**config.mk**
```make
export PLATFORM = sky130hd
export DESIGN_NAME = seq_multiplier_flat
export DESIGN_NICKNAME = d
export VERILOG_FILES = /design/src/rtl/seq_multiplier_if.sv /design/src/rtl/seq_multiplier.sv /design/src/flat_wrapper.sv
export SDC_FILE = /design/constraint.sdc
export NUM_CORES = 1
export LEC_CHECK = 0
export CELL_PAD_IN_SITES_DETAIL_PLACEMENT = 0
export CELL_PAD_IN_SITES_GLOBAL_PLACEMENT = 1
export CORE_ASPECT_RATIO = 1.1
export CORE_MARGIN = 5
export CORE_UTILIZATION = 46
export DETAILED_ROUTE_END_ITERATION = 6
export GPL_ROUTABILITY_DRIVEN = 0
export GPL_TIMING_DRIVEN = 0
export PLACE_DENSITY = 0.92
export SLEW_MARGIN = 20
export SYNTH_ARGS = -nofsm -noshare
export SYNTH_HDL_FRONTEND = slang
export SYNTH_SLANG_ARGS = --single-unit
export TNS_END_PERCENT = 30
```
**constraint.sdc**
```tcl
create_clock -name clk -period 14.5 [get_ports clk]
set_clock_uncertainty 0.2 [all_clocks]
set_input_delay 2.9 -clock clk [delete_from_list [all_inputs] [get_ports clk]]
set_output_delay 2.9 -clock clk [all_outputs]
set_load 0.01 [all_outputs]
```
**src/rtl/seq_multiplier_if.sv**
```systemverilog
// seq_multiplier_if: operand/result bundle between a requester and the sequential multiplier
interface seq_multiplier_if #(
    parameter int WIDTH = 32
);
    logic               start;
    logic               sign_mode;
    logic               abort;
    logic [WIDTH-1:0]   a;
    logic [WIDTH-1:0]   b;
    logic               busy;
    logic               done;
    logic [2*WIDTH-1:0] z;

    modport master (output start, sign_mode, abort, a, b, input busy, done, z);
    modport slave  (input start, sign_mode, abort, a, b, output busy, done, z);
endinterface

```
**src/rtl/seq_multiplier.sv**
```systemverilog
// seq_multiplier: radix-2 shift-add multiplier, one multiplier bit per cycle, signed or unsigned
module seq_multiplier #(
    parameter int WIDTH = 32,
    parameter int CNT_W = 6
) (
    input logic clk,
    input logic reset,
    seq_multiplier_if.slave bus
);
    typedef enum logic [1:0] {IDLE, RUN, DONE} state_t;

    state_t             state, state_nx;
    logic [WIDTH:0]     acc, ext_a, sum, acc_nx;
    logic [WIDTH-1:0]   a_r, q, q_nx;
    logic [CNT_W-1:0]   cnt;
    logic [2*WIDTH-1:0] z_r;
    logic               sgn, last, load;

    assign last  = cnt == CNT_W'(WIDTH - 1);
    assign load  = state != RUN && bus.start;
    assign ext_a = {sgn & a_r[WIDTH-1], a_r};
    // the multiplier's sign bit carries weight -2^(WIDTH-1), hence subtract on the final step
    assign sum    = !q[0] ? acc : (sgn && last) ? acc - ext_a : acc + ext_a;
    assign acc_nx = {sgn & sum[WIDTH], sum[WIDTH:1]};
    assign q_nx   = {sum[0], q[WIDTH-1:1]};

    assign bus.busy = state == RUN;
    assign bus.done = state == DONE;
    assign bus.z    = z_r;

    always_comb begin
        state_nx = state;
        case (state)
            RUN:     state_nx = bus.abort ? IDLE : last ? DONE : RUN;
            default: state_nx = bus.start ? RUN : IDLE;
        endcase
    end

    always_ff @(posedge clk or posedge reset) begin
        if (reset) begin
            state <= IDLE;
            acc   <= '0;
            q     <= '0;
            a_r   <= '0;
            sgn   <= 1'b0;
            cnt   <= '0;
            z_r   <= '0;
        end else begin
            state <= state_nx;
            if (load) begin
                a_r <= bus.a;
                q   <= bus.b;
                sgn <= bus.sign_mode;
                acc <= '0;
                cnt <= '0;
            end else if (state == RUN) begin
                acc <= acc_nx;
                q   <= q_nx;
                cnt <= cnt + CNT_W'(1);
                if (last && !bus.abort) z_r <= {acc_nx[WIDTH-1:0], q_nx};
            end
        end
    end
endmodule

```
**src/flat_wrapper.sv**
```systemverilog
// flat-port wrapper written by rule: the top's interface ports become plain ports
module seq_multiplier_flat 
#(
    parameter int WIDTH = 32,
    parameter int CNT_W = 6
)
  (clk, reset, bus_start, bus_sign_mode, bus_abort, bus_a, bus_b, bus_busy, bus_done, bus_z);
  seq_multiplier_if #(.WIDTH(WIDTH)) bus_i ();
  input logic clk;
  input logic reset;
  input wire logic [$bits(bus_i.start)-1:0] bus_start;
  input wire logic [$bits(bus_i.sign_mode)-1:0] bus_sign_mode;
  input wire logic [$bits(bus_i.abort)-1:0] bus_abort;
  input wire logic [$bits(bus_i.a)-1:0] bus_a;
  input wire logic [$bits(bus_i.b)-1:0] bus_b;
  output wire logic [$bits(bus_i.busy)-1:0] bus_busy;
  output wire logic [$bits(bus_i.done)-1:0] bus_done;
  output wire logic [$bits(bus_i.z)-1:0] bus_z;
  assign bus_i.start = bus_start;
  assign bus_i.sign_mode = bus_sign_mode;
  assign bus_i.abort = bus_abort;
  assign bus_i.a = bus_a;
  assign bus_i.b = bus_b;
  assign bus_busy = bus_i.busy;
  assign bus_done = bus_i.done;
  assign bus_z = bus_i.z;
  seq_multiplier #(.WIDTH(WIDTH), .CNT_W(CNT_W)) u_core (.clk(clk), .reset(reset), .bus(bus_i));
endmodule
```
==> results.sh <==
export IMPL_post_route_cells_drive_above_1_share_pct=6.71
export IMPL_grt_setup_unrepaired="false"
export IMPL_relSlewSlack_pct=42.6
export IMPL_routed_wl_um=24400
export IMPL_leakagePower_nw=5.23
export IMPL_critical_path_required_ps=11400
export IMPL_drv_slew=0
export IMPL_cp_max_fo=10
export IMPL_end_kind="output port"
export IMPL_cap_violations=0
export IMPL_critPathLaunchType="flip-flop"
export IMPL_synth_yosys_seq_area_share_pct=45.7
export IMPL_cts_resized=0
export IMPL_numClockSinks=170
export IMPL_tritoncts="yes"
export IMPL_timing_fmax_mhz=171
export IMPL_post_synth_top_area_cell="sky130_fd_sc_hd__dfrtp_1"
export IMPL_setup_tns_final_ps=0
export IMPL_die_x_um=146
export IMPL_antenna_found_initial=0
export IMPL_via_count=7735
export IMPL_post_route_clock_period_utilization_pct=40.3
export IMPL_port_buffers=134
export IMPL_switchingPower_w=0.000696
export IMPL_worst_endpoint_arrival_ps=2750
export IMPL_first_global_vias=7703
export IMPL_fin_nets=1239
export IMPL_synth_enable_flop_cells=0
export IMPL_clock_path_buffers=2
export IMPL_postSynthNetCount=1085
export IMPL_pin_count_of_the_biggest_net_entering_global_routing=109
export IMPL_internal_power_w=0.00114
export IMPL_via_per_inst=5.53
export IMPL_cts_buffers_inserted=17
export IMPL_netlist_top_cells_area="sky130_fd_sc_hd__dfrtp_1 46%, sky130_fd_sc_hd__nand2_1 7.6%, sky130_fd_sc_hd__mux2i_1 6.3%, sky130_fd_sc_hd__o21ai_0 6.2%, sky130_fd_sc_hd__ha_1 4.6%"
export IMPL_worstSkewPairLatency_ps=420
export IMPL_globalRouteOverflowTotal=0
export IMPL_chipHeight_um=159
export IMPL_hpwl_um=18500
export IMPL_detail_route_wl_per_cell_um=17.4
export IMPL_global_route_usage_total_pct=21.1
export IMPL_finalHoldViolCount=0
export IMPL_design_die_area_mm2=0.0232
export IMPL_worst_slack_ps=8650
export IMPL_seq_power_share_pct=35.7
export IMPL_min_path_type="reg2reg"
export IMPL_initial_utilization_pct=46.9
export IMPL_design_core_area_mm2=0.0199
export IMPL_count_of_pins_on_the_block_boundary=135
export IMPL_synth_top_cell_area_share_pct=45.7
export IMPL_tightest_slew_ps=861
export IMPL_rows=54
export IMPL_place_worst_setup_slack_ps=9030
export IMPL_clock_tree_root_buffer_cell="sky130_fd_sc_hd__clkbuf_16"
export IMPL_postSynth_asyncResetShare_pct=100
export IMPL_area_delta_synth_final_pct=24.5
export IMPL_detailedRoute_firstPassIterationCount=5
export IMPL_critical_path_class="reg2out"
export IMPL_power_share_combinational_pct=39.2
export IMPL_yosys_most_used_dff="sky130_fd_sc_hd__dfrtp_1"
export IMPL_cts_htree_levels=4
export IMPL_synth_seq_cells=170
export IMPL_clock_network_power_share_pct=25.1
export IMPL_synthesis_area_mm2=0.00931
export IMPL_synth_area_per_inst_um2=9.49
export IMPL_power_switching_fraction_pct=37.9
export IMPL_run_status="completed"
export IMPL_power_density_cell_area_mw_per_mm2=159
export IMPL_synthCells=981
export IMPL_mostFrequentLayoutCell="sky130_fd_sc_hd__nand2_1"
export IMPL_antenna_cells_inserted=0
export IMPL_detailedRoute_firstIterationViolations=506
export IMPL_ys_warn_count=0
export IMPL_cts_setup_buffers=0
export IMPL_cts_hold_fix_buffers=0
export IMPL_setup_violations_final=0
export IMPL_period_needed_ps=5850
export IMPL_ys_types=56
export IMPL_postRouteAntennaNets=0
export IMPL_grt_first_pass_wirelength_um=40200
export IMPL_layout_cells_most_common_list="189 x sky130_fd_sc_hd__nand2_1, 170 x sky130_fd_sc_hd__dfrtp_1, 134 x sky130_fd_sc_hd__clkdlybuf4s50_1"
export IMPL_clk_pin_slew_worst_paths_ps=60
export IMPL_peakVddDrop_mv=0.0883
export IMPL_drc_errors=0
## sequential cells by signal (all words and copies together) (netlist names)
| register | count |
|---|---|
| u_core.a_r | 32 |
| u_core.acc | 33 |
| u_core.bus.z | 64 |
| u_core.cnt | 6 |
| u_core.q | 32 |
| u_core.sgn | 1 |
| u_core.state | 2 |
## cell type report
type | count | area (µm²)
fillers | 1807 | 8280
well taps | 252 | 315
clock inverters | 13 | 155
inverters | 22 | 90.1
repair buffers | 135 | 1370
flip-flops and latches | 170 | 4250
multi-input cells | 741 | 4790
clock buffers | 19 | 433
plain buffers | 48 | 180
## Yosys cell counts (2+ instances only)
cell type,number
sky130_fd_sc_hd__or4_1,3
sky130_fd_sc_hd__inv_1,21
sky130_fd_sc_hd__clkbuf_1,39
sky130_fd_sc_hd__and3_1,2
sky130_fd_sc_hd__a221oi_1,2
sky130_fd_sc_hd__dfrtp_1,170
sky130_fd_sc_hd__buf_1,9
sky130_fd_sc_hd__nor2_1,45
sky130_fd_sc_hd__nand4_1,6
sky130_fd_sc_hd__or3_1,3
sky130_fd_sc_hd__ha_1,34
sky130_fd_sc_hd__nand2_1,189
sky130_fd_sc_hd__nor3b_1,4
sky130_fd_sc_hd__nand2b_1,6
sky130_fd_sc_hd__o21a_1,4
sky130_fd_sc_hd__o41ai_2,2
sky130_fd_sc_hd__mux2_2,36
sky130_fd_sc_hd__nand3b_1,28
sky130_fd_sc_hd__o21ai_2,2
sky130_fd_sc_hd__xnor2_1,40
sky130_fd_sc_hd__nor2b_1,7
sky130_fd_sc_hd__o41ai_1,2
sky130_fd_sc_hd__o31ai_1,9
sky130_fd_sc_hd__a21o_1,15
sky130_fd_sc_hd__mux2i_1,59
sky130_fd_sc_hd__nand3_1,8
sky130_fd_sc_hd__o211ai_1,2
sky130_fd_sc_hd__nor4_1,4
sky130_fd_sc_hd__and2_1,4
sky130_fd_sc_hd__a211oi_1,2
sky130_fd_sc_hd__a21oi_1,45
sky130_fd_sc_hd__a31oi_1,11
sky130_fd_sc_hd__o21bai_1,2
sky130_fd_sc_hd__xor2_1,20
sky130_fd_sc_hd__o21ai_0,116
sky130_fd_sc_hd__nor3_1,9
sky130_fd_sc_hd__a2111oi_0,2
## metal layers
layer / vias up / GRT usage (%) / share of wire (%)
li1: 3743 / - / -
met4: 0 / 7.63 / 3.0
met3: 51 / 4.58 / 6.7
met2: 233 / 34.6 / 48
met5: - / 0 / 0
met1: 3708 / 27.7 / 43
## path summary, 6_finish.rpt
path,cells after the start,startpoint,slack [ps],end
max reg2reg,19,u_core.cnt[0],9100,u_core.bus.z[56]
min reg2reg,2,u_core.bus.z[1],270,u_core.bus.z[1]
max in group asynchronous,3,reset,10550,u_core.acc[27]
min,2,u_core.bus.z[1],270,u_core.bus.z[1]
max,5,u_core.state[1],8650,bus_busy
min in group asynchronous,2,reset,2700,u_core.q[5]
## critical path, stage by stage (launching register included)
cell and delay, ps:
sky130_fd_sc_hd__dfrtp_1 360, sky130_fd_sc_hd__nand2b_1 160, sky130_fd_sc_hd__inv_1 240, sky130_fd_sc_hd__clkbuf_1 440, sky130_fd_sc_hd__clkbuf_1 480, sky130_fd_sc_hd__clkdlybuf4s50_1 640
## power groups by stage
stage / sequential [W] / combinational, W / clock (W)
after CTS: 0.000654 / 0.000716 / 0.000469
final: 0.000656 / 0.000721 / 0.000460
after global routing: 0.000668 / 0.000804 / 0.000488
after floorplan: 0.000635 / 0.000548 / 0
after detailed placement: 0.000661 / 0.000714 / 0
after global placement: 0.000659 / 0.000700 / 0
## kinds of logic (layout without fill, tap and decap cells)
| logic type | after synthesis | after routing | synth area share (%) |
|---|---|---|---|
| AOI/OAI and AO/OA | 228 | 228 | 14.4 |
| xor gates and xnor gates | 60 | 60 | 5.65 |
| adders and majority gates | 35 | 35 | 4.78 |
| buffers and inverters | 70 | 237 | 2.82 |
| DFF | 170 | 170 | 45.7 |
| muxes | 95 | 95 | 10.7 |
| and+or+nand+nor | 323 | 323 | 15.9 |
## through the flow
step	cell area, µm²	power, W	std cells	hold WS (ps)	util, %
after floorplan	9310	0.00118	981	260	-
after global placement	11000	0.00136	1367	260	55.2
after detailed placement	11000	0.00137	1368	261	55.4
after CTS	11600	0.00184	1400	280	58.3
after global routing	11600	0.00196	1400	292	58.3
final	11600	0.00184	1400	273	58.3
Power figures use the tool's default switching activity.
